`config.mk`:
```
export PLATFORM = sky130hd
export DESIGN_NAME = roulette_spin_ctrl
export DESIGN_NICKNAME = d
export VERILOG_FILES = /design/src/rtl/roulette_spin_ctrl.sv
export SDC_FILE = /design/constraint.sdc
export NUM_CORES = 1
export LEC_CHECK = 0
export BUFFER_PORTS_ARGS = -buffer_cell sky130_fd_sc_hd__buf_4
export CORE_ASPECT_RATIO = 0.6
export CORE_MARGIN = 2
export CORE_UTILIZATION = 62
export DETAILED_ROUTE_END_ITERATION = 8
export PLACE_DENSITY = 0.84
export SLEW_MARGIN = 20
export SYNTH_ARGS = -nofsm -noshare
export SYNTH_HDL_FRONTEND = slang
export SYNTH_SLANG_ARGS = --single-unit
```
`constraint.sdc`:
```
create_clock -name clock -period 11.1 [get_ports clock]
set_clock_uncertainty 0.1 [all_clocks]
set_input_delay 0.555 -clock clock [delete_from_list [all_inputs] [get_ports clock]]
set_output_delay 0.555 -clock clock [all_outputs]
set_load 0.005 [all_outputs]
```
`src/rtl/roulette_spin_ctrl.sv`:
```
// -----------------------------------------------------------------------------
// roulette_spin_ctrl
//   Wheel-spin sequencer. On an accepted start the LED pocket index steps
//   around a 38-pocket wheel (0..36, 37 = "00"). The step interval stretches
//   over the last DECEL_STEPS steps. When the wheel settles, spin_check is
//   raised for the bet/payout register file and done pulses for one cycle.
//   A free-running 16-bit Fibonacci LFSR (x^16+x^14+x^13+x^11+1) picks the
//   extra step count. It can be loaded from seed for reproducible runs.
//
// Ports
//   clock       in   1   system clock, rising edge
//   reset       in   1   asynchronous, active-low reset
//   start       in   1   spin request, sampled only in IDLE
//   seed_load   in   1   load seed (zero maps to 16'hACE1) into the LFSR
//   seed        in  16   LFSR seed value
//   led_number  out  6   current pocket index 0..37
//   spinning    out  1   high while in SPIN
//   spin_check  out  1   result-valid level, cleared by the next accepted start
//   done        out  1   one-cycle pulse when a spin completes
// -----------------------------------------------------------------------------
module roulette_spin_ctrl #(
    parameter int unsigned CLK_DIV_MIN = 1000,
    parameter int unsigned DIV_STEP    = 250,
    parameter int unsigned BASE_STEPS  = 76,
    parameter int unsigned DECEL_STEPS = 8
) (
    input  logic        clock,
    input  logic        reset,
    input  logic        start,
    input  logic        seed_load,
    input  logic [15:0] seed,
    output logic [5:0]  led_number,
    output logic        spinning,
    output logic        spin_check,
    output logic        done
);

    localparam logic [15:0] LFSR_INIT = 16'hACE1;
    localparam int unsigned SW        = $clog2(BASE_STEPS + 38) + 1;
    localparam logic [15:0] DIV_MIN_SAT =
        (CLK_DIV_MIN > 65535) ? 16'hFFFF : 16'(CLK_DIV_MIN);

    typedef enum logic [1:0] {
        ST_IDLE,
        ST_SPIN,
        ST_DONE
    } state_t;

    state_t          r_state;
    state_t          w_state_nxt;
    logic [15:0]     r_lfsr;
    logic [5:0]      r_led;
    logic [SW-1:0]   r_steps_left;
    logic [15:0]     r_interval;
    logic            r_spinning;
    logic            r_spin_check;
    logic            r_done;

    logic [15:0]     w_seed_eff;
    logic            w_lfsr_fb;
    logic [5:0]      w_r;
    logic [5:0]      w_offset;
    logic [SW-1:0]   w_start_steps;
    logic [SW-1:0]   w_n;
    logic [63:0]     w_n64;
    logic [63:0]     w_reload_wide;
    logic [15:0]     w_reload;
    logic            w_tick;
    logic            w_accept;
    logic            w_step;
    logic            w_finish;

    // ------------------------------------------------------------------
    // LFSR and spin offset
    // ------------------------------------------------------------------
    assign w_seed_eff = (seed == '0) ? LFSR_INIT : seed;
    assign w_lfsr_fb  = r_lfsr[0] ^ r_lfsr[2] ^ r_lfsr[3] ^ r_lfsr[5];

    // A seed loaded in the same cycle as start decides this spin's offset.
    assign w_r           = seed_load ? w_seed_eff[5:0] : r_lfsr[5:0];
    assign w_offset      = (w_r >= 6'd38) ? (w_r - 6'd38) : w_r;
    assign w_start_steps = SW'(BASE_STEPS) + SW'(w_offset);

    // ------------------------------------------------------------------
    // Interval reload: stretch by DIV_STEP per step over the tail of the spin
    // ------------------------------------------------------------------
    assign w_n    = r_steps_left - SW'(1);
    assign w_n64  = 64'(w_n);
    assign w_tick = (r_interval <= 16'd1);

    always_comb begin
        w_reload_wide = 64'(CLK_DIV_MIN);
        if (w_n64 <= 64'(DECEL_STEPS)) begin
            w_reload_wide = 64'(CLK_DIV_MIN)
                          + 64'(DIV_STEP) * (64'(DECEL_STEPS) + 64'd1 - w_n64);
        end
    end

    assign w_reload = (w_reload_wide > 64'h0000_0000_0000_FFFF) ? 16'hFFFF
                                                                : w_reload_wide[15:0];

    // ------------------------------------------------------------------
    // FSM next-state and control strobes
    // ------------------------------------------------------------------
    always_comb begin
        w_state_nxt = r_state;
        w_accept    = 1'b0;
        w_step      = 1'b0;
        w_finish    = 1'b0;
        case (r_state)
            ST_IDLE: begin
                if (start) begin
                    w_accept    = 1'b1;
                    w_state_nxt = ST_SPIN;
                end
            end
            ST_SPIN: begin
                if (w_tick) begin
                    w_step = 1'b1;
                    if (r_steps_left <= SW'(1)) begin
                        w_state_nxt = ST_DONE;
                    end
                end
            end
            ST_DONE: begin
                w_finish    = 1'b1;
                w_state_nxt = ST_IDLE;
            end
            default: w_state_nxt = ST_IDLE;
        endcase
    end

    // ------------------------------------------------------------------
    // State and datapath registers
    // ------------------------------------------------------------------
    always_ff @(posedge clock or negedge reset) begin
        if (!reset) begin
            r_state      <= ST_IDLE;
            r_lfsr       <= LFSR_INIT;
            r_led        <= '0;
            r_steps_left <= '0;
            r_interval   <= '0;
            r_spinning   <= 1'b0;
            r_spin_check <= 1'b0;
            r_done       <= 1'b0;
        end else begin
            r_state    <= w_state_nxt;
            r_spinning <= (w_state_nxt == ST_SPIN);
            r_done     <= w_finish;

            if (seed_load) begin
                r_lfsr <= w_seed_eff;
            end else begin
                r_lfsr <= {w_lfsr_fb, r_lfsr[15:1]};
            end

            if (w_accept) begin
                r_steps_left <= w_start_steps;
                r_interval   <= DIV_MIN_SAT;
                r_spin_check <= 1'b0;
            end else if (w_step) begin
                r_led        <= (r_led == 6'd37) ? 6'd0 : (r_led + 6'd1);
                r_steps_left <= w_n;
                r_interval   <= w_reload;
            end else if (r_state == ST_SPIN) begin
                r_interval <= r_interval - 16'd1;
            end

            if (w_finish) begin
                r_spin_check <= 1'b1;
            end
        end
    end

    assign led_number = r_led;
    assign spinning   = r_spinning;
    assign spin_check = r_spin_check;
    assign done       = r_done;

endmodule

```
* Word-level counts from Yosys, hierarchy flattened
Cells that the tools add are included.
Widths: inputs -> output; s select.
** Word-level totals
- Register bits :: 51
- Logic and storage cells :: 58
- Output and inout bits :: 9
** Cells by class
- Bitwise operators :: 4
- Equal/unequal tests :: 4
- $mul :: 1
- Magnitude comparators :: 5
- Mux-type cells :: 23
- Add/subtract/negate cells :: 7
- Reduce and logical (&&, ||, !) cells :: 6
** Operator list (count)
- $mux 16 :: 6
- $add 10x64->64 const A :: 1
- $gt 64x16->1 const B :: 1
- $mul 7x64->63 const A :: 1
- $mux 64 :: 1
- $mux 6 :: 3
- $le 16x1->1 const B :: 1
- $logic_not 16->1 :: 1
- $mux 8 :: 2
- $sub 16x1->16 const B :: 1
- $sub 4x8->9 const A :: 1
- $add 7x6->8 const A :: 1
- $le 8x1->1 const B :: 1
- $le 8x4->1 const B :: 1
- $sub 8x1->8 const B :: 1
- $mux 1 :: 7
- $add 6x1->6 const B :: 1
- $eq 6x6->1 const B :: 1
- $ge 6x6->1 const B :: 1
- $mux 2 :: 3
- $sub 6x6->6 const B :: 1
- $eq 2x1->1 const B :: 2
- $pmux 2 s2 :: 1
- $reduce_bool 2->1 :: 2
- 6 further kinds :: 8

* Longest topological paths before layout
Gate-level depths: netlist (run 1).
- Depth in word-level cells :: 9
- Mapped depth :: 44
- Mapped depth without buffers :: 40

* Worst setup path after synthesis (run 1)
Ideal clock, no wire load.
- Kind :: register to register
- Start point :: register r_steps_left[0]
- End point :: register r_interval[10]
- Clock period less this slack :: 9.974 ns
- Data arrival time :: 9.735 ns
- Slack :: 1.126 ns
- Stages on the path, launching flop included :: 41
- Path buffers :: 4
- Data required time :: 10.862 ns
- Path through :: dfrtp_1 > buf_2 > inv_1 > ha_1 > buf_2 > nor3b_1 > xnor2_1 > nor2b_1 > nand2_1 > a21oi_1 > a21oi_1 > xor2_1 > fa_1 > ha_1 > fa_1 > inv_1 > fa_1 > inv_1 > [5 not listed] > o21a_1 > a31oi_1 > nand2b_1 > a21boi_0 > ha_1 > nor3b_1 > nand3b_1 > nor3_1 > nand2b_1 > nor2_1 > nand3b_1 > or3_1 > or3_1 > a211oi_1 > nand4_2 > nor4_4 > buf_6 > a31oi_1
** Between the ends
- Cells in the longest elaborated chain, start to end :: 9
- Elaborated cells between the ends (all ways) :: 10
- Those cells by class :: add/sub: 3; mul: 1; order compare: 2; mux: 4
** Ends and longest elaborated chain
- from (decl) :: line 53 : logic [SW-1:0] r_steps_left;
- from (signal assigned) :: line 158 : r_steps_left <= w_start_steps;
- from (signal assigned) :: line 163 : r_steps_left <= w_n;
- $sub 8x1->8 (*) :: line 87 : assign w_n = r_steps_left - SW'(1);
- $sub 4x8->9 :: line 95 : + 64'(DIV_STEP) * (64'(DECEL_STEPS) + 64'd1 - w_n64);
- $mul 7x64->63 :: line 95
- $add 10x64->64 :: line 95
- $mux 64 (*) :: line 93 : if (w_n64 <= 64'(DECEL_STEPS)) begin
- $gt 64x16->1 :: line 99 : assign w_reload = (w_reload_wide > 64'h0000_0000_0000_FFFF) ? 16'hFFFF
- $mux 16 (*) :: line 99
- $mux 16 (*) :: line 161 : end else if (w_step) begin
- $mux 16 (*) :: line 157 : if (w_accept) begin
- to (signal assigned) :: line 164 : r_interval <= w_reload;
- to (signal assigned) :: line 166 : r_interval <= r_interval - 16'd1;
- to (decl) :: line 54 : logic [15:0] r_interval;
Every way passes the cells marked *; elsewhere a longest branch is shown, timed or not.
A chain may end at the register's enable or synchronous reset.

* Final worst setup path (run 1)
- Start point :: register r_steps_left[1]
- End point :: register r_interval[13]
Same word-level chain as after synthesis.

==> impl_metrics.env, run 1 <==
export IMPL_clock_period_minus_final_worst_setup_slack_ns=10.60
export IMPL_gp_congestion=0.961
export IMPL_floorplan_initialDensity_pct=64.2
export IMPL_critPathKind="reg -> reg"
export IMPL_timing_worst_slew_pin_value_ns=0.871
export IMPL_synth_warning_count=0
export IMPL_critical_path_max_stage_delay_ns=0.51
export IMPL_core_rowCount=29
export IMPL_grt_use_total_pct=34.0
export IMPL_utilization_pct=69.3
export IMPL_area_growth_synth_to_final_pct=8.02
export IMPL_floorplan_core_area_um2=10700
export IMPL_drtIter0Drc=949
export IMPL_grt_first_pass_wirelength_mm=32.9
export IMPL_drc_errors=0
export IMPL_timing_final_crit_share_pct=95.5
export IMPL_achievable_frequency_mhz=94.3
export IMPL_top_level_ports=29
export IMPL_final_max_slew_viol_count=0
export IMPL_die_y_um=85.4
export IMPL_avgSynthCellArea_um2=7.99
export IMPL_cp_start_kind="flip-flop"
export IMPL_synth_enable_flop_cells=0
export IMPL_relSlewSlack_pct=41.4
export IMPL_share_of_post_route_cells_with_drive_strength_above_1_pct=10.9
export IMPL_dp_hpwl_mm=15.5
export IMPL_insertedDiodeCount=0
export IMPL_worst_ep_arrival_time_ns=10.64
export IMPL_clock_path_buffers=2
export IMPL_worst_path_max_fanout=16
export IMPL_final_nets=980
export IMPL_overall_via_count_from_detail_route=6899
export IMPL_clk_pin_slew_ns=0.07
export IMPL_tritoncts_num_sinks=51
export IMPL_total_negative_slack_ns=0
export IMPL_n_fill_cell=844
export IMPL_cp_data_required_time_ns=11.14
export IMPL_floorplan_die_area_um2=11900
export IMPL_postSynthCellCount=857
export IMPL_multi_input_comb_area_um2=5200
export IMPL_min_delay_path_class="in -> async"
export IMPL_post_detailed_route_via_to_cell_ratio=6.80
export IMPL_number_of_antenna_violations_at_the_first_check_in_global_routing=0
export IMPL_drt_pass1_iter_count=5
export IMPL_via_count_of_the_first_global_routing_pass=6376
export IMPL_crit_slowest_cell="fa_1"
export IMPL_synth_async_reset_ratio_pct=100
export IMPL_final_seq_area_um2=1290
export IMPL_post_cts_hold_buffer_count=0
export IMPL_grt_start_max_net_pins=52
export IMPL_final_hold_viol_count=0
export IMPL_wl_mm=20.2
export IMPL_synth_seq_cells=51
export IMPL_dieWidth_um=140
export IMPL_grt_ovfl_total=0
export IMPL_outcome="completed"
export IMPL_setup_violations_final=0
export IMPL_clk_insertion_delay_late_ns=0.30
export IMPL_ant_nets=0
export IMPL_rsz0062_at_grt="no"
export IMPL_synth_area_um2=6850
export IMPL_synth_yosys_seq_area_share_pct=18.8
export IMPL_cap_violations=0
export IMPL_highest_count_cells_in_the_layout_ignoring_fill_and_taps="nor2_1, nand2_1, inv_1"
export IMPL_port_buffer_count=28
export IMPL_synth_distinct_cells=83
export IMPL_synth_flop_cell="dfrtp_1"
export IMPL_cts_buffers_inserted=5
export IMPL_worstSetupEndpointType="flip-flop"
export IMPL_h_tree_depth=2
export IMPL_wl_per_cell_um=19.9
export IMPL_cts_root_buf="clkbuf_16"
export IMPL_tritoncts="done"
export IMPL_mappedNetlistNets=963
export IMPL_most_frequent_standard_cell_in_the_layout_excluding_fill_and_tap_cells="nor2_1"
registers in the layout (all words and copies together) (netlist names):
signal / count
r_interval: 16
r_lfsr: 16
r_steps_left: 8
led_number: 6
r_state: 2
done: 1
spin_check: 1
spinning: 1
final timing paths:
path | start | endpoint | slack, ns | depth (start not counted)
setup / recovery | r_steps_left[1] | r_interval[13] | 0.50 | 41
setup reg to reg | r_steps_left[1] | r_interval[13] | 0.50 | 41
max in group asynchronous | reset | r_steps_left[1] | 10.24 | 1
hold / removal | reset | r_steps_left[5] | 0.18 | 1
hold reg to reg | r_lfsr[12] | r_lfsr[11] | 0.38 | 2
min in group clock | r_lfsr[12] | r_lfsr[11] | 0.38 | 2
metal layers:
layer / wire [µm] / part of all wire (%) / up-vias / GRT usage (%)
li1: - / - / 3140 / -
met1: 8850 / 44 / 3283 / 50.5
met2: 8530 / 42 / 438 / 50.3
met3: 2510 / 12 / 38 / 9.03
met4: 289 / 1.4 / 0 / 6.82
met5: 0 / 0 / - / 0
critical path, delay by kind of cell (launching register included):
kind / cells / cell delay, ns
xor gates and xnor gates: 1 / 0.29
buffers and inverters: 6 / 0.92
AOI/OAI and AO/OA: 13 / 3.06
DFF: 1 / 0.45
adders and majority gates: 7 / 2.83
and+or+nand+nor: 13 / 2.61
muxes: 1 / 0.16
cells by family after synthesis:
logic type / synth area share [%]
adders and majority gates: 18.6
and+or+nand+nor: 25.2
AOI/OAI and AO/OA: 22.0
DFF: 18.8
xor gates and xnor gates: 7.42
buffers and inverters: 5.94
muxes: 2.10
cells in the mapped netlist, drive strengths merged, types with 18 or more instances:
cell type  count  area [µm²]
a21oi         43         215
a31oi         24         156
clkbuf        20        75.1
dfrtp         43        1080
fa            26         521
ha            60         751
inv           69         259
nand2         72         270
nand3         25         125
nor2          82         308
nor3          30         155
o21ai         38         190
xnor2         40         350
xor2          18         158
layout make-up:
cell class | instances | share of cell area, %
Tap cell | 139 | 2.35
Sequential cell | 51 | 17.4
Clock buffer | 5 | 1.69
Timing Repair Buffer | 41 | 4.16
Inverter | 69 | 3.50
Multi-Input combinational cell | 706 | 70.3
Clock inverter | 3 | 0.626
timing repair:
item,CTS,global route
setup buffers,0,3
gates resized for setup,0,12
endpoints found under the setup margin,0,16
metrics by stage:
| stage | area (µm²) | setup WS, ns | cells | hold slack (ns) |
|---|---|---|---|---|
| after floorplan | 6850 | 1.13 | 857 | 0.159 |
| after global placement | 7160 | 0.671 | 1003 | 0.369 |
| after detailed placement | 7160 | 0.113 | 1003 | 0.370 |
| after CTS | 7330 | 0.0740 | 1011 | 0.203 |
| after global routing | 7400 | 0.0196 | 1014 | 0.238 |
| final | 7400 | 0.498 | 1014 | 0.179 |
Power of run 1 is not shown: default switching activity piles up to over one toggle a cycle in this logic, so the estimate is an artifact.
==> run 2, diff against run 1 <==
Settings changed: CORE_UTILIZATION 62 to 35, PLACE_DENSITY 0.84 to 0.54.
==> impl_metrics.env, run 2 (synthesized netlist as in run 1, its figures left out) <==
export IMPL_area_growth_synth_to_final_pct=10.8
export IMPL_grt_start_max_net_pins=52
export IMPL_top_layer_used="met4"
export IMPL_dieWidth_um=185
export IMPL_worst_path_most_repeated_cell="inv_1"
export IMPL_final_max_slew_viol_count=0
export IMPL_ant_nets=0
export IMPL_post_layout_cell_count=1148
export IMPL_rr_endpoint="r_interval[13]"
export IMPL_wl_met3_mm=2.31
export IMPL_drtIter0Drc=659
export IMPL_tritoncts="done"
export IMPL_placed_instances=1137
export IMPL_grt_ovfl_total=0
export IMPL_layout_setup_ws_ns=0.693
export IMPL_wl_mm=20.8
export IMPL_routed_length_on_met1_mm=11.5
export IMPL_floorplan_core_area_um2=19100
export IMPL_h_tree_depth=2
export IMPL_worstSetupEndpointType="flip-flop"
export IMPL_regToRegStartpoint="r_steps_left[1]"
export IMPL_place_worst_setup_slack_ns=0.157
export IMPL_port_buffer_count=28
export IMPL_wl_met2_mm=6.92
export IMPL_final_nets=987
export IMPL_via_count_of_the_first_global_routing_pass=5923
export IMPL_total_negative_slack_ns=0
export IMPL_worst_ep_arrival_time_ns=10.44
export IMPL_clk_pin_slew_ns=0.08
export IMPL_outcome="completed"
export IMPL_cp_start_kind="flip-flop"
export IMPL_floorplan_die_area_um2=20700
export IMPL_final_hold_viol_count=0
export IMPL_grt_use_total_pct=20.7
export IMPL_cts_buffers_inserted=5
export IMPL_achievable_frequency_mhz=96.1
export IMPL_setup_violations_final=0
export IMPL_drc_errors=0
export IMPL_relSlewSlack_pct=39.5
export IMPL_wl_per_cell_um=18.1
export IMPL_reg2reg_depth=40
export IMPL_share_of_post_route_cells_with_drive_strength_above_1_pct=11.5
export IMPL_clk_insertion_delay_late_ns=0.30
export IMPL_dp_hpwl_mm=16.8
export IMPL_number_of_antenna_violations_at_the_first_check_in_global_routing=0
export IMPL_clock_path_buffers=2
export IMPL_overall_via_count_from_detail_route=6522
export IMPL_drt_pass1_iter_count=5
export IMPL_post_detailed_route_via_to_cell_ratio=5.68
export IMPL_timing_final_crit_share_pct=93.8
export IMPL_utilization_pct=39.8
export IMPL_largestRegisters="r_interval x16, r_lfsr x16, r_steps_left x8"
export IMPL_cp_data_required_time_ns=11.14
export IMPL_core_rowCount=39
export IMPL_highest_count_cells_in_the_layout_ignoring_fill_and_taps="nor2_1, nand2_1, inv_1"
export IMPL_most_frequent_standard_cell_in_the_layout_excluding_fill_and_tap_cells="nor2_1"
export IMPL_grt_first_pass_wirelength_mm=33.8
export IMPL_clock_period_minus_final_worst_setup_slack_ns=10.41
export IMPL_insertedDiodeCount=0
export IMPL_die_y_um=112
export IMPL_critical_path_max_stage_delay_ns=0.56
export IMPL_cts_root_buf="clkbuf_16"
export IMPL_gp_congestion=0.978
export IMPL_top_level_ports=29
export IMPL_timing_worst_slew_pin_value_ns=0.899
export IMPL_worst_path_max_fanout=16
export IMPL_critPathKind="reg -> reg"
export IMPL_crit_slowest_cell="fa_1"
export IMPL_tritoncts_num_sinks=51
export IMPL_cap_violations=0
export IMPL_floorplan_initialDensity_pct=35.9
export IMPL_min_delay_path_class="in -> async"
export IMPL_post_cts_hold_buffer_count=0
export IMPL_setup_slack_on_the_worst_flop_to_flop_path_ns=0.69
## run 2: layout make-up
| cell class | instances | area, µm² |
|---|---|---|
| flip-flops and latches | 51 | 1290 |
| fillers | 1936 | 11500 |
| clock buffers | 5 | 125 |
| well taps | 266 | 333 |
| clock inverters | 3 | 27.5 |
| inverters | 69 | 259 |
| multi-input cells | 706 | 5190 |
| repair buffers | 48 | 360 |
## run 2: what timing repair did
action	CTS	global route
resized for setup	0	11
endpoints found under the setup margin	0	16
setup buffers	0	3
## run 2: worst max-delay path by stage
stage / start / to / depth (start not counted)
after floorplan: r_steps_left[0] / r_interval[10] / 40
after detailed placement: r_steps_left[1] / r_interval[3] / 39
after global routing: r_steps_left[1] / r_interval[13] / 40
after CTS: r_steps_left[1] / r_interval[3] / 39
after global placement: r_steps_left[1] / r_interval[13] / 37
final: r_steps_left[1] / r_interval[13] / 40
## run 2: through the flow
stage / instance area, µm² / hold WS, ns
floorplan: 6850 / 0.159
global placement: 7370 / 0.365
detailed placement: 7370 / 0.367
CTS: 7520 / 0.216
global route: 7590 / 0.248
finish: 7590 / 0.184
## run 2: worst max-delay path, delay by kind of cell (launching register included)
| kind | cells | cell delay [ns] |
|---|---|---|
| flip-flops | 1 | 0.48 |
| AND/OR/NAND/NOR | 15 | 3.77 |
| AO/OA/AOI/OAI | 10 | 1.80 |
| XOR/XNOR | 2 | 0.40 |
| adder cells (fa/ha/maj) | 7 | 3.10 |
| buffers and inverters | 6 | 0.59 |
## run 2: layer usage
metal | track usage [%] | vias to the layer above
met1 | 36.2 | 3066
met5 | 0 | -
li1 | - | 3171
met3 | 7.11 | 8
met4 | 1.49 | 0
met2 | 23.0 | 277
Power of run 2 is left out for the same reason.
